--- src/rtl/indexed_array_reg.sv ---
// DEPTH x WIDTH register file: one write port and one registered read port.
// Define INDEXED_ARRAY_REG_BYPASS_EN for write-first forwarding on same-index read/write.
module indexed_array_reg #(
    parameter int WIDTH     = 4,
    parameter int DEPTH     = 4,
    parameter int IDX_W     = 2,
    parameter int DEFAULT   = 3,
    parameter int INIT_BASE = 1
) (
    input  logic [1:0]       clock_reset,
    input  logic             wr_en,
    input  logic [IDX_W-1:0] wr_index,
    input  logic [WIDTH-1:0] wr_data,
    input  logic             rd_en,
    input  logic [IDX_W-1:0] rd_index,
    output logic [WIDTH-1:0] rd_data,
    output logic             rd_valid,
    output logic             rd_oob
);

    localparam logic [WIDTH-1:0] DEFAULT_VAL = WIDTH'(DEFAULT);

    logic             clk;
    logic             rst;
    logic [WIDTH-1:0] entries [DEPTH];
    logic             wr_in_range;
    logic             rd_in_range;
    logic [WIDTH-1:0] rd_word;

    assign clk = clock_reset[0];
    assign rst = clock_reset[1];

    // Indices are widened so non-power-of-two depths compare correctly.
    assign wr_in_range = (32'(wr_index) < 32'(DEPTH));
    assign rd_in_range = (32'(rd_index) < 32'(DEPTH));

    function automatic logic [WIDTH-1:0] init_value(input int idx);
        return WIDTH'(INIT_BASE + idx);
    endfunction

    always_ff @(posedge clk or posedge rst) begin
        if (rst) begin
            for (int i = 0; i < DEPTH; i++) begin
                entries[i] <= init_value(i);
            end
        end else if (wr_en && wr_in_range) begin
            entries[wr_index] <= wr_data;
        end
    end

    always_comb begin
        rd_word = DEFAULT_VAL;
        if (rd_in_range) begin
            rd_word = entries[rd_index];
        end
`ifdef INDEXED_ARRAY_REG_BYPASS_EN
        if (wr_en && wr_in_range && rd_in_range && (wr_index == rd_index)) begin
            rd_word = wr_data;
        end
`endif
    end

    always_ff @(posedge clk or posedge rst) begin
        if (rst) begin
            rd_data  <= DEFAULT_VAL;
            rd_valid <= 1'b0;
            rd_oob   <= 1'b0;
        end else begin
            rd_data  <= rd_en ? rd_word : DEFAULT_VAL;
            rd_valid <= rd_en;
            rd_oob   <= rd_en && !rd_in_range;
        end
    end

endmodule

--- config.mk ---
export PLATFORM = sky130hd
export DESIGN_NAME = indexed_array_reg
export DESIGN_NICKNAME = d
export VERILOG_FILES = /design/src/rtl/indexed_array_reg.sv
export SDC_FILE = /design/constraint.sdc
export NUM_CORES = 1
export LEC_CHECK = 0
export ABC_CLOCK_PERIOD_IN_PS = 2400
export CAP_MARGIN = 20
export CORE_UTILIZATION = 52
export DETAILED_ROUTE_END_ITERATION = 7
export PLACE_DENSITY = 0.78
export SYNTH_ARGS = -nofsm -noshare
export SYNTH_HDL_FRONTEND = slang
export SYNTH_SLANG_ARGS = --single-unit
--- constraint.sdc ---
create_clock -name clock_reset -period 2.4 [get_ports clock_reset]
set_input_delay 0.36 -clock clock_reset [delete_from_list [all_inputs] [get_ports clock_reset]]
set_output_delay 0.36 -clock clock_reset [all_outputs]
set_load 0.005 [all_outputs]
### Yosys cells after proc, flatten, opt, wreduce, memory -nomap -nowiden

Cells that the tools add are included.

* add/sub/neg operators: 0
* multiply operators: 0
* divide/modulo/power cells: 0
* $lt $le $gt $ge: 3
* equal/unequal tests: 0
* shift operators: 0
* muxes and demuxes: 7
* bitwise operators: 2
* reductions and logical operators: 1

Operators by type and width (number)
* 16-bit bitwise mux: 1
* 4-bit 2-to-1 mux: 4
* 4-bit binary-select mux with 2-bit select: 1
* 4-bit demux with 2-bit select: 1
* 3-bit greater-or-equal comparator (second input constant): 2
* 2-bit inverter with 3-bit output: 2
* 3-bit by 1-bit < comparator with 1-bit output (second input constant): 1
* 1-bit logical AND: 1

* register bits after elaboration: 21
* latch bits: 0
* bits in writable memories: 0
* ROM bits: 0
* output and inout bits: 6
* memories kept: 0

### Depth between registers and ports, before layout

* word-level depth: 6
* mapped depth: 2

### Worst setup path after synthesis

OpenSTA, ideal clock, no wires.

* path type: input port to flip-flop
* start: in rd_index[0]
* end: reg rd_data[2]
* setup time: 0.119 ns
* data arrival time: 1.017 ns
* setup slack: 1.264 ns
* cell stages on the path: 2
* cells stage by stage: mux4_1 > and2_1

* longest elaborated chain between the ends: 5

RTL lines
* start: declaration: line 15 `input logic [IDX_W-1:0] rd_index,`
* 2-bit inverter with 3-bit output (implied by the code): line 54 `rd_word = entries[rd_index];`
* 4-bit binary-select mux with 2-bit select: line 54
* 4-bit 2-to-1 mux (implied by the code) (2 in series): line 54
* 4-bit 2-to-1 mux: line 69 `rd_data <= rd_en ? rd_word : DEFAULT_VAL;`
* end signal: assignment: line 69
* end: declaration: line 16 `output logic [WIDTH-1:0] rd_data,`

No other way between the ends. The select of a mux whose other input is x is not followed.
A chain may end at the register's enable or synchronous reset.

### Final worst setup path

* start: reg rd_data[0]
* end: out rd_data[0]

No word-level cell between the ends.

==> results.json <==
{
  "fin_hold_ws_ns": 0.511,
  "hold_viol_final": 0,
  "die_area_um2": 1890,
  "grt_overflow_total": 0,
  "fin_skew_ns": 0.00440,
  "wl_per_cell_um": 14.7,
  "ir_drop_mv": 0.863,
  "rsz0062_at_grt": "no",
  "ant_nets": 0,
  "violations": "design-rule violations",
  "cpMaxStageDelayCell": "dfstp_2",
  "ys_seq_area_frac": 0.599,
  "rrSetupSlack_ns": 1.25,
  "worst-endpoint-required_ns": 2.04,
  "seq_power_share": 0.373,
  "cts_tree": "yes",
  "antenna_found_initial": 0,
  "min_period_ns": 1.67,
  "synth_nets": 64,
  "insertedDiodeCount": 0,
  "clk_latency_ns": 0.30,
  "die_y_um": 43.4,
  "critPathBufInv": 1,
  "finalMaxSlewViolations": 0,
  "path_clk_slew_ns": 0.11,
  "fin_cells": 110,
  "drtIter0Drc": 14,
  "p_per_area_nw_per_um2": 1020,
  "cp_top_family": "flip-flops",
  "leakagePower_nw": 0.584,
  "worst_setup_path_end_kind": "primary output",
  "internal_power_mw": 0.811,
  "placed_cells": 82,
  "synth-seq-cells": 21,
  "yosys_warnings": 0,
  "layout_commonest_cell": "inv_1",
  "syn_area_per_cell_um2": 17.2,
  "cap_violations": 0,
  "fp.dieW_um": 43.4,
  "p_comb_frac": 0.112,
  "dp_hpwl_um": 1070,
  "ios": 18,
  "layout_common_cells": "21 x inv_1, 16 x mux2_2, 15 x clkdlybuf4s50_1",
  "yosysUniqueCellTypes": 12,
  "cpPeakStageDelay_ns": 0.53,
  "grt_max_degree": 14,
  "via_count": 600,
  "gp_congestion": 0.719,
  "crit_type": "flip-flop to primary output",
  "cts_setup_buffers": 0,
  "postCtsHoldBufs": 0,
  "cts_resized": 0,
  "initial_utilization": 0.572,
  "setup_viol": 0,
  "drt_wl_total_um": 1620,
  "grt_pass1_vias": 758,
  "coreArea_um2": 1560,
  "grt_usage": 0.222,
  "switchingPower_mw": 0.421,
  "hold_class": "flip-flop to flip-flop",
  "setup-tns-final_ns": 0,
  "via_per_inst": 5.45,
  "drc_errors": 4,
  "drive_gt1_frac": 0.340,
  "status": "finished, violations left",
  "grt_pass1_wl_um": 2760,
  "clockPowerShare": 0.515,
  "io_buffers": 15,
  "fin_crit_sh": 0.698,
  "first_pass_iters": 6,
  "fin_nets": 106,
  "cp_max_fo": 1,
  "placementRows": 14,
  "timing.fmax_ghz": 0.597,
  "switching_share": 0.342,
  "synthCells": 52,
  "critPathArrivalTime_ns": 1.31,
  "syn_area_um2": 892,
  "crit_path_start_kind": "flip-flop",
  "syn2layout_area_growth_pct": 35.9,
  "crit_chain": "clkdlybuf4s50_1"
}
power by group through the flow:
stage          Combinational (mW)  Sequential, mW  Clock, mW
4_1_cts                     0.140           0.460      0.669
2_1_floorplan              0.0853           0.459      0.104
5_1_grt                     0.148           0.465      0.748
6_report                    0.138           0.460      0.634
3_3_place_gp                0.132           0.467      0.104
3_5_place_dp                0.139           0.468      0.104
stage by stage:
stage	util	total power [mW]	setup WS (ns)	area [µm²]
floorplan	-	0.648	0.833	892
global placement	0.677	0.703	0.627	1050
detailed placement	0.677	0.711	0.598	1050
CTS	0.778	1.27	0.720	1210
global route	0.778	1.36	0.700	1210
finish	0.778	1.23	0.726	1210
logic make-up (layout without fill, tap and decap cells):
kind of cell | Yosys count | after routing | synth area share
buf+inv | 2 | 44 | 0.0126
flops | 21 | 21 | 0.599
mux | 20 | 20 | 0.320
other cells | 1 | 1 | 0.00420
simple gates | 8 | 8 | 0.0645
flip-flops by register name, summed over array words and instances (netlist names):
signal    count
rd_data       4
entries      16
rd_valid      1
layer usage:
metal  vias up  wire (µm)  track usage
li1        274          -            -
met1       294        671        0.173
met2        24        780        0.279
met3         8        112        0.229
met4         0         53        0.250
met5         -          0            0
final timing paths:
check | startpoint | to | depth (start not counted)
worst min-delay path | entries[3] | entries[3] | 1
worst min register to register | entries[3] | entries[3] | 1
min in group asynchronous | clock_reset[1] | entries[15] | 3
worst max-delay path | rd_data[0] | rd_data[0] | 1
worst max register to register | entries[6] | rd_data[2] | 2
max in group asynchronous | clock_reset[1] | entries[9] | 3
cells in the mapped netlist:
master    count  share of area
buf_4         1         0.0084
inv_1         1         0.0042
nor3b_2       1          0.014
conb_1        1         0.0042
dfstp_2       7           0.21
nand3_1       1         0.0056
and2_1        2          0.014
dfrtp_1      14           0.39
mux4_1        4           0.12
mux2_2       16           0.20
nand3b_1      2          0.017
nand2b_1      2          0.014
cell type report:
type | instances | area, µm²
repair buffers | 15 | 150
clock inverters | 23 | 116
multi-input cells | 29 | 347
fillers | 101 | 347
flip-flops and latches | 21 | 534
well taps | 16 | 20.0
clock buffers | 6 | 45.0
(Power assumes the default switching activity.)
